### config.mk
export PLATFORM = sky130hd
export DESIGN_NAME = mem_responder
export DESIGN_NICKNAME = d
export VERILOG_FILES = /design/src/rtl/mem_responder.sv
export SDC_FILE = /design/constraint.sdc
export NUM_CORES = 1
export LEC_CHECK = 0
export CAP_MARGIN = 20
export CORE_MARGIN = 4
export CORE_UTILIZATION = 41
export DETAILED_ROUTE_END_ITERATION = 10
export GPL_TIMING_DRIVEN = 0
export HOLD_SLACK_MARGIN = 0.06
export PLACE_DENSITY = 0.89
export SYNTH_ARGS = -nofsm -noshare
export SYNTH_HDL_FRONTEND = slang
export SYNTH_SLANG_ARGS = --single-unit
export TNS_END_PERCENT = 30
### constraint.sdc
create_clock -name clk -period 5.2 [get_ports clk]
set_clock_uncertainty 0.2 [all_clocks]
set_input_delay 0.52 -clock clk [delete_from_list [all_inputs] [get_ports clk]]
set_output_delay 0.52 -clock clk [all_outputs]
set_load 0.02 [all_outputs]
### src/rtl/mem_responder.sv
// CPU-facing memory request responder: decodes single-word requests to the DDR2
// user port or the IO register space, with a command timeout and sticky error flags.
module mem_responder #(
  parameter int          TIMEOUT  = 1023,
  parameter logic [31:0] ERR_WORD = 32'hDEADBEEF
) (
  input  logic        clk,
  input  logic        reset_n,
  input  logic        memory_read_req,
  input  logic        memory_write_req,
  input  logic [25:0] memory_addr,
  input  logic [31:0] memory_data_write,
  output logic [31:0] memory_data_read,
  output logic        memory_busy,
  output logic [24:0] ddr_addr,
  output logic        ddr_read,
  output logic        ddr_write,
  output logic [31:0] ddr_wdata,
  input  logic        ddr_ready,
  input  logic [31:0] ddr_rdata,
  input  logic        ddr_rdata_valid,
  output logic [7:0]  io_addr,
  output logic        io_rd,
  output logic        io_wr,
  output logic [31:0] io_wdata,
  input  logic [31:0] io_rdata,
  input  logic        err_clear,
  output logic        err_timeout,
  output logic        err_overrun
);

  typedef enum logic [2:0] {IDLE, IO_ACC, DDR_CMD, DDR_WAIT, DONE} state_t;

  // Last cycle on which a DDR request may still complete before it is aborted.
  localparam logic [9:0] TMO_LAST = 10'(TIMEOUT - 1);

  state_t      state, state_nxt;
  logic [24:0] addr_q;
  logic [31:0] wdata_q;
  logic        wr_q;
  logic [9:0]  tmo_cnt;
  logic        req, accept, overrun, tmo_hit, tmo_set;
  logic        data_load;
  logic [31:0] data_nxt;

  assign req     = memory_read_req | memory_write_req;
  assign accept  = (state == IDLE) && req;
  assign overrun = (state != IDLE) && req;
  assign tmo_hit = (tmo_cnt == TMO_LAST);

  always_comb begin
    state_nxt = state;
    data_load = 1'b0;
    data_nxt  = memory_data_read;
    tmo_set   = 1'b0;
    case (state)
      IDLE: begin
        if (req) state_nxt = memory_addr[25] ? IO_ACC : DDR_CMD;
      end
      IO_ACC: begin
        state_nxt = DONE;
        if (!wr_q) begin
          data_load = 1'b1;
          data_nxt  = io_rdata;
        end
      end
      DDR_CMD: begin
        if (ddr_ready) begin
          if (wr_q) begin
            state_nxt = DONE;
          end else if (ddr_rdata_valid) begin
            data_load = 1'b1;
            data_nxt  = ddr_rdata;
            state_nxt = DONE;
          end else begin
            state_nxt = DDR_WAIT;
          end
        end else if (tmo_hit) begin
          tmo_set   = 1'b1;
          state_nxt = DONE;
          if (!wr_q) begin
            data_load = 1'b1;
            data_nxt  = ERR_WORD;
          end
        end
      end
      DDR_WAIT: begin
        if (ddr_rdata_valid) begin
          data_load = 1'b1;
          data_nxt  = ddr_rdata;
          state_nxt = DONE;
        end else if (tmo_hit) begin
          tmo_set   = 1'b1;
          data_load = 1'b1;
          data_nxt  = ERR_WORD;
          state_nxt = DONE;
        end
      end
      DONE:    state_nxt = IDLE;
      default: state_nxt = IDLE;
    endcase
  end

  always_ff @(posedge clk or negedge reset_n) begin
    if (!reset_n) begin
      state            <= IDLE;
      addr_q           <= '0;
      wdata_q          <= '0;
      wr_q             <= 1'b0;
      tmo_cnt          <= '0;
      memory_busy      <= 1'b0;
      memory_data_read <= '0;
      err_timeout      <= 1'b0;
      err_overrun      <= 1'b0;
    end else begin
      state       <= state_nxt;
      memory_busy <= (state_nxt != IDLE);
      if (accept) begin
        addr_q  <= memory_addr[24:0];
        wdata_q <= memory_data_write;
        wr_q    <= memory_write_req;
        tmo_cnt <= '0;
      end else if (state == DDR_CMD || state == DDR_WAIT) begin
        tmo_cnt <= tmo_cnt + 10'd1;
      end
      if (data_load) memory_data_read <= data_nxt;
      // A set event in the same cycle as err_clear keeps the flag set.
      if (tmo_set)        err_timeout <= 1'b1;
      else if (err_clear) err_timeout <= 1'b0;
      if (overrun)        err_overrun <= 1'b1;
      else if (err_clear) err_overrun <= 1'b0;
    end
  end

  assign ddr_read  = (state == DDR_CMD) && !wr_q;
  assign ddr_write = (state == DDR_CMD) && wr_q;
  assign io_rd     = (state == IO_ACC) && !wr_q;
  assign io_wr     = (state == IO_ACC) && wr_q;
  assign ddr_addr  = addr_q;
  assign io_addr   = addr_q[7:0];
  assign ddr_wdata = wdata_q;
  assign io_wdata  = wdata_q;

endmodule

=== Yosys cells after proc, flatten, opt, wreduce, memory -nomap -nowiden ===
Index checks and enable logic that the tools add are counted.
W data, S select, Z words.

* Add/subtract/negate cells: 1
* $mul: 0
* Div/mod/pow operators: 0
* Order comparisons: 0
* Eq/ne operators: 9
* Shifts and indexed selects: 0
* Multiplexer cells: 33
* Bitwise gates (word level): 1
* Reduce and logical (&&, ||, !) cells: 16

{| class="wikitable"
|+ Operators by type and width
! operator !! number
|-
| $mux W32 || 8
|-
| $pmux W32 S3 || 1
|-
| $mux W10 || 2
|-
| $mux W3 || 6
|-
| $mux W1 || 12
|-
| $pmux W3 S4 || 1
|-
| $add A10 B1 Y10 const B || 1
|-
| $eq A10 B10 Y1 const B || 1
|-
| $ne A3 B3 Y1 const B || 3
|-
| $reduce_bool A3 Y1 || 3
|-
| $reduce_and A7 Y1 || 1
|-
| $eq A3 B2 Y1 const B || 2
|-
| $logic_and A1 B1 Y1 || 6
|-
| $reduce_bool A2 Y1 || 3
|-
| $ne A2 B2 Y1 const B || 2
|-
| $eq A3 B1 Y1 const B || 1
|-
| $logic_not A3 Y1 || 1
|-
| $pmux W1 S3 || 1
|-
| $mux W2 || 1
|-
| $pmux W1 S2 || 1
|-
| $logic_not A1 Y1 || 1
|-
| $logic_or A1 B1 Y1 || 1
|-
| $or A1 B1 Y1 || 1
|}

* Register bits: 106
* Latch bits: 0
* Bits in writable memories: 0
* Memory bits (read-only): 0
* Input bits: 129
* Output and inout bits: 136
* Logic and storage cells: 69
* Memories kept: 0

=== Logic depth before layout (Yosys ltp) ===
Gate-level depths: netlist of run 1.

* Word-level depth: 5
* Depth in mapped cells: 7
* Depth with buffers taken out: 6

=== Worst setup path before layout of run 1 ===
OpenSTA, ideal clock, no wires.

* Path kind: register to output
* Start: reg state[1]
* End: out ddr_read
* Data arrival time: 1.439 ns
* Required time: 4.480 ns
* Slack: 3.041 ns
* Cell stages (with the launch flop): 3
* Cells stage by stage: dfrtp_1 -> clkbuf_1 -> nor4b_1

* Longest elaborated chain between the ends: 2

{| class="wikitable"
|+ RTL lines
! element !! line !! text
|-
| from (decl) || 37 || <nowiki>state_t state, state_nxt;</nowiki>
|-
| from (signal assigned) || 116 || <nowiki>state <= state_nxt;</nowiki>
|-
| $eq A3 B2 Y1 || 135 || <nowiki>assign ddr_read = (state == DDR_CMD) && !wr_q;</nowiki>
|-
| $logic_and A1 B1 Y1 || 135 ||
|-
| to (decl) || 16 || <nowiki>output logic ddr_read,</nowiki>
|}

No other way between the ends.

=== Worst setup path in the final report of run 1 ===
Same ends and word-level chain as after synthesis.

==> flow_summary.rst, run 1 <==
.. list-table::
   :header-rows: 1

   * - Metric
     - Value
   * - Outcome
     - complete, no violations
   * - Post-layout net count
     - between 800 and 900
   * - First-pass GRT wire length
     - 24300 um
   * - Number of vias after detailed routing
     - 4076
   * - Leakage component of the power
     - 3.40 nW
   * - Slew at the pin with the worst max-slew slack
     - 0.645 ns
   * - DRC violation total after the first TritonRoute iteration
     - 226
   * - Placeable Area
     - roughly 12000 um2
   * - Leading cell types by count after synthesis
     - 106 x sky130_fd_sc_hd__dfrtp_1, 62 x sky130_fd_sc_hd__mux2_2, 43 x sky130_fd_sc_hd__buf_4
   * - Total congestion overflow after global routing
     - 0
   * - Area enclosed by the die boundary
     - 13800 um2
   * - Post-DR wirelength/cell
     - roughly 18 um
   * - Worst-path clk slew
     - approximately 0.070 ns
   * - Last weighted congestion value of the routability-driven placer
     - 0.786
   * - Largest voltage drop on the vdd net
     - 0.379 mV
   * - Number of synthesized flops with an enable pin
     - 0
   * - Sequential area share after synthesis
     - 54.1%
   * - Height of the die
     - 117 um
   * - Launching element type of the critical path
     - flop
   * - Shortest period the worst path allows
     - 2.86 ns
   * - Internal cell power
     - 3.23 mW
   * - Wirelength, routed
     - 15200 um
   * - Setup crit end kind
     - output port
   * - Proportion of synthesized flip-flops having asynchronous set or reset
     - between 90% and 100%
   * - Site row count
     - 39
   * - Buffers & Inverters on Critical Path
     - 2
   * - First-pass iteration count of the detailed router
     - 4
   * - Hold Crit Class
     - reg2reg
   * - Post-route fraction of the period consumed by the critical path
     - 55.1%
   * - Share of the core filled with cells
     - 69.7%
   * - Dominant synthesized flop cell
     - sky130_fd_sc_hd__dfrtp_1
   * - Antenna diode count
     - 0
   * - Synth cell types
     - 44
   * - Floorplan die width
     - 117 um
   * - Via-per-instance ratio
     - 4.95
   * - Pin count of the biggest net entering global routing
     - 60
   * - Rel. slew slack
     - 57.0%
   * - Ranking of synthesized cells by area
     - sky130_fd_sc_hd__dfrtp_1 54%, sky130_fd_sc_hd__mux2_2 14%, sky130_fd_sc_hd__buf_4 6.6%
   * - Library cell contributing the largest single delay on the critical path
     - sky130_fd_sc_hd__clkdlybuf4s50_1
   * - Post-CTS Hold Buffers
     - 1
   * - Total of flip-flops plus latches after synthesis
     - approximately 110
   * - Cell chosen for the clock root
     - sky130_fd_sc_hd__clkbuf_16
   * - Number of endpoints with negative hold slack in the final report
     - 0
   * - Net Count, Synth
     - 529
   * - Number of global-route vias before repair
     - 4514
   * - NetSw
     - around 2.0 mW
   * - Cell family contributing the most delay on the critical path
     - buffers and inverters
   * - Cell with the most instances after synthesis
     - sky130_fd_sc_hd__dfrtp_1
   * - Number of buffers inserted during clock tree synthesis
     - 9
   * - Tightest hold margin
     - roughly 0.3 ns
   * - DRC violations left
     - 0
   * - Setup TNS
     - 0 ns
   * - Post-Place Worst Slack
     - ~2.4 ns
   * - Timing startpoint of the critical path
     - state[1]
   * - Worst EP arrival
     - ~2.1 ns
   * - R2r startpoint
     - state[0]
   * - Fraction of layout instances using a drive strength above 1
     - around a fifth
   * - Post-DP HPWL
     - about 12000 um
   * - Gate count after technology mapping
     - slightly below 400
   * - Worst endpoint required time
     - 4.48 ns
   * - Initial antenna violation count
     - 0
   * - Area growth, synth to finish
     - 64.4%
   * - Clock tree from TritonCTS
     - built
   * - Worst Hold Launch
     - memory_data_read[29]
   * - Yosys synthesis warning count
     - 0
   * - Area leader, netlist
     - sky130_fd_sc_hd__dfrtp_1
   * - Power density normalized to cell area
     - 651 nW/um2
   * - Crit path cell chain
     - clkbuf_1 > nor4b_1 > clkdlybuf4s50_1
   * - H-tree depth
     - 3
   * - Proportion of power drawn by combinational gates
     - 58.6%
   * - Count of buffers added by post-CTS timing repair for setup
     - 0
   * - Count of pins over their slew limit
     - 0
   * - Post-cts resize count
     - 0
   * - Setup-violating endpoint count in the final report
     - 0
   * - Switching share of power
     - 38.5%
   * - Mapped cell area
     - 4900 um2
   * - Clk pwr share
     - 13.2%
   * - Seq pwr share
     - 28.2%
   * - Max cap viols
     - 0
   * - Fraction of post-synthesis cell area in the top cell type by area
     - 54.1%
   * - Largest stage delay, worst path
     - about 0.70 ns
   * - Setup repair after global routing missed its margin
     - false
   * - Number of clock sinks seen by CTS
     - 106
   * - Post-route ant nets
     - 0
   * - Post-layout worst setup margin
     - about 2.3 ns
   * - Number of port buffers
     - 264
   * - Worst skew pair latency
     - 0.34 ns
   * - Worst setup path class
     - reg2out
   * - Worst-path fanout max
     - 10
   * - Initial standard-cell utilization of the core
     - 42.4%
   * - Mean area per synthesized cell
     - 12.3 um2
   * - Total track usage
     - 21.9%
   * - # IOs
     - 265
   * - Buffer levels on the longest clock path
     - 2
   * - Timing-limited maximum frequency
     - 349 MHz
## metal layers
metal / part of all wire [%] / GRT usage, %
met1: 36 / 23.9
met2: 55 / 41.0
met3: 6.0 / 5.77
met4: 2.6 / 7.48
met5: 0 / 0
## layout make-up
class                      instances  area [um2]
clock buffer                      11         243
buffer                            62         412
sequential                       106        2650
fill                             820        3500
tap                              143         179
inverter                          30         113
multi-input combinational        200        1730
timing repair buffer             266        2680
clock inverter                     5        60.1
## kinds of logic after synthesis
family	after synthesis	synth area share, %
AOI/OAI and AO/OA	51	7.61
xor gates and xnor gates	7	1.25
adders and majority gates	2	0.510
buffers and inverters	92	10.7
DFF	106	54.1
muxes	90	20.1
and+or+nand+nor	50	5.77
## through the flow
stage	cells	area, um2	total power, mW
5_1_grt	823	8060	5.53
3_5_place_dp	806	7750	4.59
6_report	823	8060	5.25
2_1_floorplan	398	4900	3.11
4_1_cts	823	8060	5.30
3_3_place_gp	805	7720	4.48
## state kept, by name, indices dropped and copies added (netlist names)
name,count
ddr_wdata,32
memory_data_read,32
ddr_addr,25
tmo_cnt,10
state,3
err_overrun,1
err_timeout,1
memory_busy,1
wr_q,1
## worst reg2reg max path, stage by stage (launching register included)
cell and delay [ns]:
sky130_fd_sc_hd__dfrtp_1 0.36, sky130_fd_sc_hd__buf_4 0.16, sky130_fd_sc_hd__nor3_1 0.48, sky130_fd_sc_hd__nor2b_1 0.21, sky130_fd_sc_hd__clkbuf_1 0.23, sky130_fd_sc_hd__buf_2 0.35
sky130_fd_sc_hd__mux2_2 0.38
## power by group through the flow
stage               Combinational (mW)  Clock, mW  Sequential [mW]
floorplan                         1.23          0             1.88
global placement                  3.02          0             1.46
detailed placement                3.09          0             1.49
CTS                               3.11      0.708             1.48
global route                      3.25      0.744             1.53
finish                            3.08      0.691             1.48
## final timing paths
kind	to	slack, ns	depth (start not counted)
setup / recovery	ddr_read	2.34	3
hold / removal	memory_data_read[29]	0.30	1
setup reg to reg	ddr_addr[7]	2.71	6
hold reg to reg	memory_data_read[29]	0.30	1
max in group asynchronous	ddr_wdata[24]	3.55	3
min in group asynchronous	memory_data_read[10]	0.54	2
## cell usage in the layout, fill, tap and decap left out, types with 2 or more instances in the layout
| cell | Yosys | routed |
|---|---|---|
| sky130_fd_sc_hd__nor4b_1 | 3 | 3 |
| sky130_fd_sc_hd__nand4_1 | 2 | 2 |
| sky130_fd_sc_hd__ha_1 | 2 | 2 |
| sky130_fd_sc_hd__nor3_1 | 3 | 3 |
| sky130_fd_sc_hd__a21oi_1 | 5 | 5 |
| sky130_fd_sc_hd__and4_1 | 2 | 2 |
| sky130_fd_sc_hd__inv_1 | 29 | 29 |
| sky130_fd_sc_hd__buf_2 | 8 | 8 |
| sky130_fd_sc_hd__and2_1 | 2 | 2 |
| sky130_fd_sc_hd__nor2b_1 | 4 | 4 |
| sky130_fd_sc_hd__nor2_1 | 10 | 10 |
| sky130_fd_sc_hd__buf_1 | 2 | 2 |
| sky130_fd_sc_hd__nand2_1 | 9 | 9 |
| sky130_fd_sc_hd__xor2_1 | 3 | 3 |
| sky130_fd_sc_hd__o22ai_1 | 25 | 25 |
| sky130_fd_sc_hd__o21ai_0 | 3 | 3 |
| sky130_fd_sc_hd__clkbuf_16 | 0 | 9 |
| sky130_fd_sc_hd__mux2_1 | 4 | 4 |
| sky130_fd_sc_hd__or3_1 | 2 | 2 |
| sky130_fd_sc_hd__clkbuf_1 | 8 | 9 |
| sky130_fd_sc_hd__nand3_1 | 2 | 2 |
| sky130_fd_sc_hd__dfrtp_1 | 106 | 106 |
| sky130_fd_sc_hd__buf_4 | 43 | 44 |
| sky130_fd_sc_hd__nand2b_1 | 3 | 3 |
| sky130_fd_sc_hd__mux2_2 | 62 | 62 |
| sky130_fd_sc_hd__and3_1 | 2 | 2 |
| sky130_fd_sc_hd__a22o_1 | 9 | 9 |
| sky130_fd_sc_hd__xnor2_1 | 4 | 4 |
| sky130_fd_sc_hd__inv_6 | 0 | 2 |
| sky130_fd_sc_hd__mux2i_1 | 24 | 24 |
| sky130_fd_sc_hd__clkdlybuf4s50_1 | 0 | 263 |
| sky130_fd_sc_hd__o211ai_1 | 2 | 2 |
(Power assumes the default switching activity.)
==> inputs of run 2 (changes only) <==
--- a/config.mk
+++ b/config.mk
@@ -7,11 +7,11 @@
 export LEC_CHECK = 0
 export CAP_MARGIN = 20
 export CORE_MARGIN = 4
-export CORE_UTILIZATION = 41
+export CORE_UTILIZATION = 36
 export DETAILED_ROUTE_END_ITERATION = 10
 export GPL_TIMING_DRIVEN = 0
 export HOLD_SLACK_MARGIN = 0.06
-export PLACE_DENSITY = 0.89
+export PLACE_DENSITY = 0.83
 export SYNTH_ARGS = -nofsm -noshare
 export SYNTH_HDL_FRONTEND = slang
 export SYNTH_SLANG_ARGS = --single-unit
==> constraint.sdc (replaced) <==
create_clock -name clk -period 2.3 [get_ports clk]
set_clock_uncertainty 0.2 [all_clocks]
set_input_delay 0.23 -clock clk [delete_from_list [all_inputs] [get_ports clk]]
set_output_delay 0.23 -clock clk [all_outputs]
set_load 0.02 [all_outputs]
==> flow_summary.rst, run 2 (synthesized netlist as in run 1, its figures left out) <==
.. list-table::
   :header-rows: 1

   * - Metric
     - Value
   * - Met2 usage
     - 34.2% (was 41.0%)
   * - Total congestion overflow after global routing
     - 0 (unchanged)
   * - Number of port buffers
     - 264 (unchanged)
   * - Hold Crit Class
     - in2async (was reg2reg)
   * - Number of buffers inserted during clock tree synthesis
     - 9 (unchanged)
   * - Reg2reg setup slack
     - 0.02 ns (was 2.71 ns)
   * - Setup repair after global routing missed its margin
     - true (was false)
   * - Fraction of layout instances using a drive strength above 1
     - 22.2% (was 19.7%)
   * - Cell family contributing the most delay on the critical path
     - simple AND/OR/NAND/NOR gates (was buffers and inverters)
   * - H-tree depth
     - 3 (unchanged)
   * - First-pass iteration count of the detailed router
     - 4 (unchanged)
   * - R2r worst-path depth
     - 7 (was 6)
   * - Leakage component of the power
     - 3.47 nW (was 3.40 nW)
   * - Slew at the pin with the worst max-slew slack
     - 0.662 ns (was 0.645 ns)
   * - Worst setup path class
     - reg2reg (was reg2out)
   * - DRC violation total after the first TritonRoute iteration
     - 227 (was 226)
   * - Combined flip-flop and latch cell area
     - 2650 um2 (unchanged)
   * - Outcome
     - complete, no violations (unchanged)
   * - Post-DP HPWL
     - 11700 um (was 12000 um)
   * - Post-route ant nets
     - 0 (unchanged)
   * - Clk pwr share
     - 13.2% (about the same)
   * - Commonest non-fill, non-tap cells in the layout
     - 259 x sky130_fd_sc_hd__clkdlybuf4s50_1, 106 x sky130_fd_sc_hd__dfrtp_1, 62 x sky130_fd_sc_hd__mux2_2 (was 263 x sky130_fd_sc_hd__clkdlybuf4s50_1, 106 x sky130_fd_sc_hd__dfrtp_1, 62 x sky130_fd_sc_hd__mux2_2)
   * - FILL cells
     - 1025 (was 820)
   * - Number of clock sinks seen by CTS
     - 106 (unchanged)
   * - Launching element type of the critical path
     - flop (unchanged)
   * - DRC violations left
     - 0 (unchanged)
   * - Worst endpoint required time
     - 2.32 ns (was 4.48 ns)
   * - Via-per-instance ratio
     - 4.78 (was 4.95)
   * - Buffers & Inverters on Critical Path
     - 2 (unchanged)
   * - Pin count of the biggest net entering global routing
     - 58 (was 60)
   * - Height of the die
     - 125 um (was 117 um)
   * - Clock tree from TritonCTS
     - built (unchanged)
   * - Busiest layer in global routing
     - met2 (unchanged)
   * - Timing-limited maximum frequency
     - 438 MHz
   * - Setup crit end kind
     - flop (was output port)
   * - Number of global-route vias before repair
     - 4499 (was 4514)
   * - Antenna diode count
     - 0 (unchanged)
   * - Post-Layout Cell Count
     - 860 (was 823)
   * - Placed Cells incl. Taps
     - 839 (was 806)
   * - Number of vias after detailed routing
     - 4111 (was 4076)
   * - Most common cell after layout, fill and taps aside
     - sky130_fd_sc_hd__clkdlybuf4s50_1 (unchanged)
   * - Setup-violating endpoint count in the final report
     - 0 (unchanged)
   * - Met1 GRT Util
     - 20.7% (was 23.9%)
   * - Floorplan die width
     - 125 um (was 117 um)
   * - Switching share of power
     - 38.0% (was 38.5%)
   * - Library cell contributing the largest single delay on the critical path
     - sky130_fd_sc_hd__or4_1 (was sky130_fd_sc_hd__clkdlybuf4s50_1)
   * - Post-layout net count
     - 811 (was 806)
   * - Shortest period the worst path allows
     - approximately 2.3 ns
   * - Proportion of power drawn by combinational gates
     - 58.8% (was 58.6%)
   * - Seq pwr share
     - 28.0% (was 28.2%)
   * - Largest voltage drop on the vdd net
     - 0.878 mV (was 0.379 mV)
   * - Destination of the worst register-to-register timing path
     - memory_busy (was ddr_addr[7])
   * - Largest stage delay, worst path
     - 0.51 ns (was 0.70 ns)
   * - R2r startpoint
     - tmo_cnt[0] (was state[0])
   * - Worst skew pair latency
     - 0.34 ns (about the same)
   * - Buffer levels on the longest clock path
     - 2 (unchanged)
   * - Worst-path fanout max
     - 4 (was 10)
   * - Number of endpoints with negative hold slack in the final report
     - 0 (unchanged)
   * - Max cap viols
     - 0 (unchanged)
   * - Area enclosed by the die boundary
     - 15500 um2 (was 13800 um2)
   * - Total track usage
     - 18.9% (was 21.9%)
   * - Placeable Area
     - 13300 um2 (was 11600 um2)
   * - First-pass GRT wire length
     - 23700 um (was 24300 um)
   * - Crit path cell chain
     - inv_2 > ha_1 > and4_4 > buf_4 > and3_1 > a31o_2 > or4_1 (was clkbuf_1 > nor4b_1 > clkdlybuf4s50_1)
   * - NetSw
     - 4.51 mW (was 2.02 mW)
   * - GR Layer Usage met3
     - 7.68% (was 5.77%)
   * - Count of pins over their slew limit
     - 0 (unchanged)
   * - Area growth, synth to finish
     - 66.9% (was 64.4%)
   * - Initial standard-cell utilization of the core
     - 36.9% (was 42.4%)
   * - Initial antenna violation count
     - 0 (unchanged)
   * - Post-route fraction of the period consumed by the critical path
     - about 99%
   * - Share of the core filled with cells
     - 61.6% (was 69.7%)
   * - Post-DR wirelength/cell
     - 17.3 um (was 18.4 um)
   * - Rel. slew slack
     - 55.9% (was 57.0%)
   * - Power density normalized to cell area
     - 1450 nW/um2 (was 651 nW/um2)
   * - # IOs
     - 265 (unchanged)
   * - Wirelength, routed
     - 14800 um (was 15200 um)
   * - Cell chosen for the clock root
     - sky130_fd_sc_hd__clkbuf_16 (unchanged)
   * - Internal cell power
     - 7.34 mW (was 3.23 mW)
   * - Area used by multi-input combinational logic
     - 1750 um2 (was 1730 um2)
   * - Site row count
     - 42 (was 39)
   * - Worst-path clk slew
     - 0.07 ns (about the same)
   * - Last weighted congestion value of the routability-driven placer
     - 0.898 (was 0.786)
   * - Worst EP arrival
     - 2.30 ns (was 2.14 ns)
[run 2: layer usage]
metal / share of wire [%] / up-vias
met3: 8.2 / 18
met1: 38 / 2008
li1: - / 1912
met5: 0 / -
met4: 1.3 / 0
met2: 52 / 173
[run 2: worst max-delay path by stage]
stage	cells past startpoint	from	slack [ns]	to
floorplan	5	state[1]	0.15	state[1]
global placement	1	reset_n	-3.12	ddr_addr[22]
detailed placement	6	state[0]	-0.27	ddr_addr[8]
CTS	6	state[0]	0.009	memory_data_read[20]
global route	7	tmo_cnt[0]	-0.04	memory_data_read[20]
finish	7	tmo_cnt[0]	0.02	memory_busy
[run 2: per-stage QoR]
stage | hold slack (ns) | instance area (um2) | setup TNS (ns) | total power, mW | worst slack [ns]
floorplan | -0.266 | 4900 | 0 | 7.04 | 0.154
global placement | 0.271 | 7760 | -344.73 | 10.1 | -3.12
detailed placement | 0.0982 | 7790 | -17.37 | 10.3 | -0.269
CTS | 0.280 | 8130 | 0 | 12.0 | 0.00871
global route | 0.278 | 8180 | -0.444 | 12.5 | -0.0361
finish | 0.264 | 8180 | 0 | 11.9 | 0.0174
[run 2: area by class of cell]
cell class | count | share of cell area [%]
multi-input cells | 200 | 21.4
repair buffers | 271 | 33.1
plain buffers | 62 | 5.26
clock buffers | 11 | 3.09
flip-flops and latches | 106 | 32.4
clock inverters | 4 | 0.627
well taps | 176 | 2.69
inverters | 30 | 1.38
[run 2: power groups by stage]
stage / sequential (mW) / combinational [mW] / clock (mW)
2_1_floorplan: 4.26 / 2.78 / 0
6_report: 3.32 / 6.97 / 1.56
5_1_grt: 3.44 / 7.38 / 1.69
4_1_cts: 3.33 / 7.02 / 1.61
3_5_place_dp: 3.35 / 6.98 / 0
3_3_place_gp: 3.29 / 6.84 / 0
[run 2: worst register-to-register path, cell delays in order (launching register included)]
cell	delay, ns
sky130_fd_sc_hd__dfrtp_1	0.40
sky130_fd_sc_hd__inv_2	0.05
sky130_fd_sc_hd__ha_1	0.19
sky130_fd_sc_hd__and4_4	0.19
sky130_fd_sc_hd__buf_4	0.13
sky130_fd_sc_hd__and3_1	0.21
sky130_fd_sc_hd__a31o_2	0.27
sky130_fd_sc_hd__or4_1	0.51
[run 2: timing repair]
| action | in CTS | in global routing |
|---|---|---|
| buffers inserted | 1 | 4 |
| hold buffers | 1 | 0 |
| resized for setup | 12 | 12 |
| endpoints found under the setup margin | 97 | 30 |
| pin swaps | 0 | 1 |
| hold endpoints to repair | 49 | 0 |
==> inputs of run 3 (changes only) <==
--- a/config.mk
+++ b/config.mk
@@ -12,6 +12,7 @@
 export GPL_TIMING_DRIVEN = 0
 export HOLD_SLACK_MARGIN = 0.06
 export PLACE_DENSITY = 0.83
+export SKIP_CTS_REPAIR_TIMING = 1
 export SYNTH_ARGS = -nofsm -noshare
 export SYNTH_HDL_FRONTEND = slang
 export SYNTH_SLANG_ARGS = --single-unit
==> flow_summary.rst, run 3 (synthesized netlist as in run 1, its figures left out) <==
.. list-table::
   :header-rows: 1

   * - Metric
     - Value
   * - Antenna diode count
     - 0 (unchanged)
   * - Height of the die
     - 125 um (unchanged)
   * - Launching element type of the critical path
     - flop (unchanged)
   * - Worst endpoint required time
     - 2.33 ns (was 2.32 ns)
   * - Max cap viols
     - 0 (unchanged)
   * - Rel. slew slack
     - 54.8% (was 55.9%)
   * - Largest voltage drop on the vdd net
     - 0.879 mV (was 0.878 mV)
   * - Cell family contributing the most delay on the critical path
     - compound AO/OA/AOI/OAI gates (was simple AND/OR/NAND/NOR gates)
   * - Area growth, synth to finish
     - 67.7% (was 66.9%)
   * - Number of vias after detailed routing
     - 4113 (was 4111)
   * - Pin count of the biggest net entering global routing
     - 58 (unchanged)
   * - H-tree depth
     - 3 (unchanged)
   * - Share of the core filled with cells
     - 61.8% (was 61.6%)
   * - Worst-path fanout max
     - 10 (was 4)
   * - Cell chosen for the clock root
     - sky130_fd_sc_hd__clkbuf_16 (unchanged)
   * - DRC violations left
     - 0 (unchanged)
   * - Area enclosed by the die boundary
     - 15500 um2 (unchanged)
   * - R2r worst-path depth
     - 7 (unchanged)
   * - Power density normalized to cell area
     - 1440 nW/um2 (was 1450 nW/um2)
   * - FILL cells
     - 1024 (was 1025)
   * - Worst Setup EP
     - memory_data_read[20] (was memory_busy)
   * - Worst-path clk slew
     - 0.07 ns (about the same)
   * - Placeable Area
     - 13300 um2 (unchanged)
   * - First-pass GRT wire length
     - 23500 um (was 23700 um)
   * - Crit path cell chain
     - inv_2 > ha_1 > and4_4 > nand3_4 > a311oi_4 > buf_6 > mux2_2 (was inv_2 > ha_1 > and4_4 > buf_4 > and3_1 > a31o_2 > or4_1)
   * - Initial standard-cell utilization of the core
     - 36.9% (unchanged)
   * - Last weighted congestion value of the routability-driven placer
     - 0.898 (unchanged)
   * - Total track usage
     - 18.7% (was 18.9%)
   * - Number of port buffers
     - 264 (unchanged)
   * - First-pass iteration count of the detailed router
     - 4 (unchanged)
   * - Worst skew pair latency
     - 0.34 ns (about the same)
   * - Initial antenna violation count
     - 0 (unchanged)
   * - Number of global-route vias before repair
     - 4465 (was 4499)
   * - Library cell contributing the largest single delay on the critical path
     - sky130_fd_sc_hd__a311oi_4 (was sky130_fd_sc_hd__or4_1)
   * - Crit path depth
     - 7 (unchanged)
   * - Shortest period the worst path allows
     - 2.33 ns (was 2.28 ns)
   * - Post-Place Worst Slack
     - -0.269 ns (unchanged)
   * - Area used by multi-input combinational logic
     - 1750 um2 (unchanged)
   * - Worst setup path class
     - reg2reg (unchanged)
   * - Setup-violating endpoint count in the final report
     - 6 (was 0)
   * - GR Layer Usage met3
     - 7.59% (was 7.68%)
   * - Post-layout worst setup margin
     - -0.0272 ns (was 0.0174 ns)
   * - Fraction of layout instances using a drive strength above 1
     - 22.0% (was 22.2%)
   * - DRC violation total after the first TritonRoute iteration
     - 278 (was 227)
   * - Setup crit end kind
     - flop (unchanged)
   * - Timing-limited maximum frequency
     - 430 MHz (was 438 MHz)
   * - Buffer levels on the longest clock path
     - 2 (unchanged)
   * - Number of buffers inserted during clock tree synthesis
     - 9 (unchanged)
   * - Number of endpoints with negative hold slack in the final report
     - 0 (unchanged)
   * - Hold Crit Class
     - in2async (unchanged)
   * - Post-route fraction of the period consumed by the critical path
     - 101% (was 99.2%)
   * - Post-place instance area
     - 7790 um2 (unchanged)
   * - Wirelength, routed
     - 15000 um (was 14800 um)
   * - Buffers & Inverters on Critical Path
     - 2 (unchanged)
   * - Met1 GRT Util
     - 20.5% (was 20.7%)
   * - Timing startpoint of the critical path
     - tmo_cnt[0] (unchanged)
   * - Final instance area
     - 8220 um2 (was 8180 um2)
   * - Number of clock sinks seen by CTS
     - 106 (unchanged)
   * - Count of pins over their slew limit
     - 0 (unchanged)
   * - Post-layout net count
     - 809 (was 811)
   * - Post-route ant nets
     - 0 (unchanged)
   * - Floorplan die width
     - 125 um (unchanged)
   * - Destination of the worst register-to-register timing path
     - memory_data_read[20] (was memory_busy)
   * - Combined flip-flop and latch cell area
     - 2650 um2 (unchanged)
   * - Worst EP arrival
     - 2.36 ns (was 2.30 ns)
   * - Reg2reg setup slack
     - -0.03 ns (was 0.02 ns)
   * - Post-DR wirelength/cell
     - 17.5 um (was 17.3 um)
   * - Leakage component of the power
     - 3.52 nW (was 3.47 nW)
   * - Largest stage delay, worst path
     - 0.46 ns (was 0.51 ns)
   * - Via-per-instance ratio
     - 4.79 (was 4.78)
   * - Outcome
     - finished, violations left (was complete, no violations)
   * - Clock tree from TritonCTS
     - built (unchanged)
   * - # IOs
     - 265 (unchanged)
   * - R2r startpoint
     - tmo_cnt[0] (unchanged)
   * - Failing checks
     - setup timing
   * - Setup repair after global routing missed its margin
     - true (unchanged)
   * - Post-DP HPWL
     - 11700 um (unchanged)
   * - Site row count
     - 42 (unchanged)
   * - Power after layout
     - 11.9 mW (about the same)
   * - Commonest non-fill, non-tap cells in the layout
     - 259 x sky130_fd_sc_hd__clkdlybuf4s50_1, 106 x sky130_fd_sc_hd__dfrtp_1, 62 x sky130_fd_sc_hd__mux2_2 (unchanged)
   * - Total congestion overflow after global routing
     - 0 (unchanged)
   * - Busiest layer in global routing
     - met2 (unchanged)
   * - Most common cell after layout, fill and taps aside
     - sky130_fd_sc_hd__clkdlybuf4s50_1 (unchanged)
   * - Slew at the pin with the worst max-slew slack
     - 0.678 ns (was 0.662 ns)
   * - Met2 usage
     - 34.0% (was 34.2%)
==> run 3: cell types whose count changed in the layout (fill, tap and decap cells not counted) <==
cell | previous run | this run
sky130_fd_sc_hd__buf_12 | 0 | 1
sky130_fd_sc_hd__buf_2 | 6 | 8
sky130_fd_sc_hd__clkbuf_16 | 9 | 10
sky130_fd_sc_hd__clkbuf_2 | 5 | 3
sky130_fd_sc_hd__dlymetal6s2s_1 | 0 | 4
sky130_fd_sc_hd__dlygate4sd2_1 | 4 | 0
sky130_fd_sc_hd__buf_4 | 50 | 44
sky130_fd_sc_hd__buf_6 | 1 | 3
==> run 3: power by group <==
group	internal (mW)	switching, mW
Clock	0.897	0.664
Combinational	3.72	3.24
Sequential	2.74	0.608
==> run 3: area by class of cell <==
cell class | instances | area share, %
Tap cell | 176 | 2.68
Clock inverter | 4 | 0.624
Clock buffer | 11 | 3.07
Sequential cell | 106 | 32.3
Inverter | 30 | 1.37
Timing Repair Buffer | 270 | 33.3
Buffer | 61 | 5.34
Multi-Input combinational cell | 200 | 21.3
==> run 3: how the worst min path moves through the flow <==
| stage | startpoint | slack (ns) | to |
|---|---|---|---|
| after detailed placement | reset_n | 0.1 | memory_data_read[28] |
| after floorplan | reset_n | -0.27 | ddr_addr[0] |
| after global routing | memory_data_write[11] | 0.28 | ddr_wdata[11] |
| after CTS | reset_n | -0.28 | memory_data_read[28] |
| after global placement | memory_data_read[29] | 0.27 | memory_data_read[29] |
| final | reset_n | 0.27 | memory_data_read[28] |
==> run 3: layer usage <==
metal | routed length (um) | vias up
met5 | 0 | -
met4 | 167 | 0
met3 | 1180 | 13
met2 | 7900 | 182
met1 | 5750 | 2011
li1 | - | 1907
==> run 3: stage by stage <==
step / TNS [ns] / cells / hold WS [ns]
CTS: -17.42 / 854 / -0.275
global placement: -344.73 / 838 / 0.271
detailed placement: -17.37 / 839 / 0.0982
global route: -0.934 / 858 / 0.278
finish: -0.107 / 858 / 0.268
floorplan: 0 / 398 / -0.266
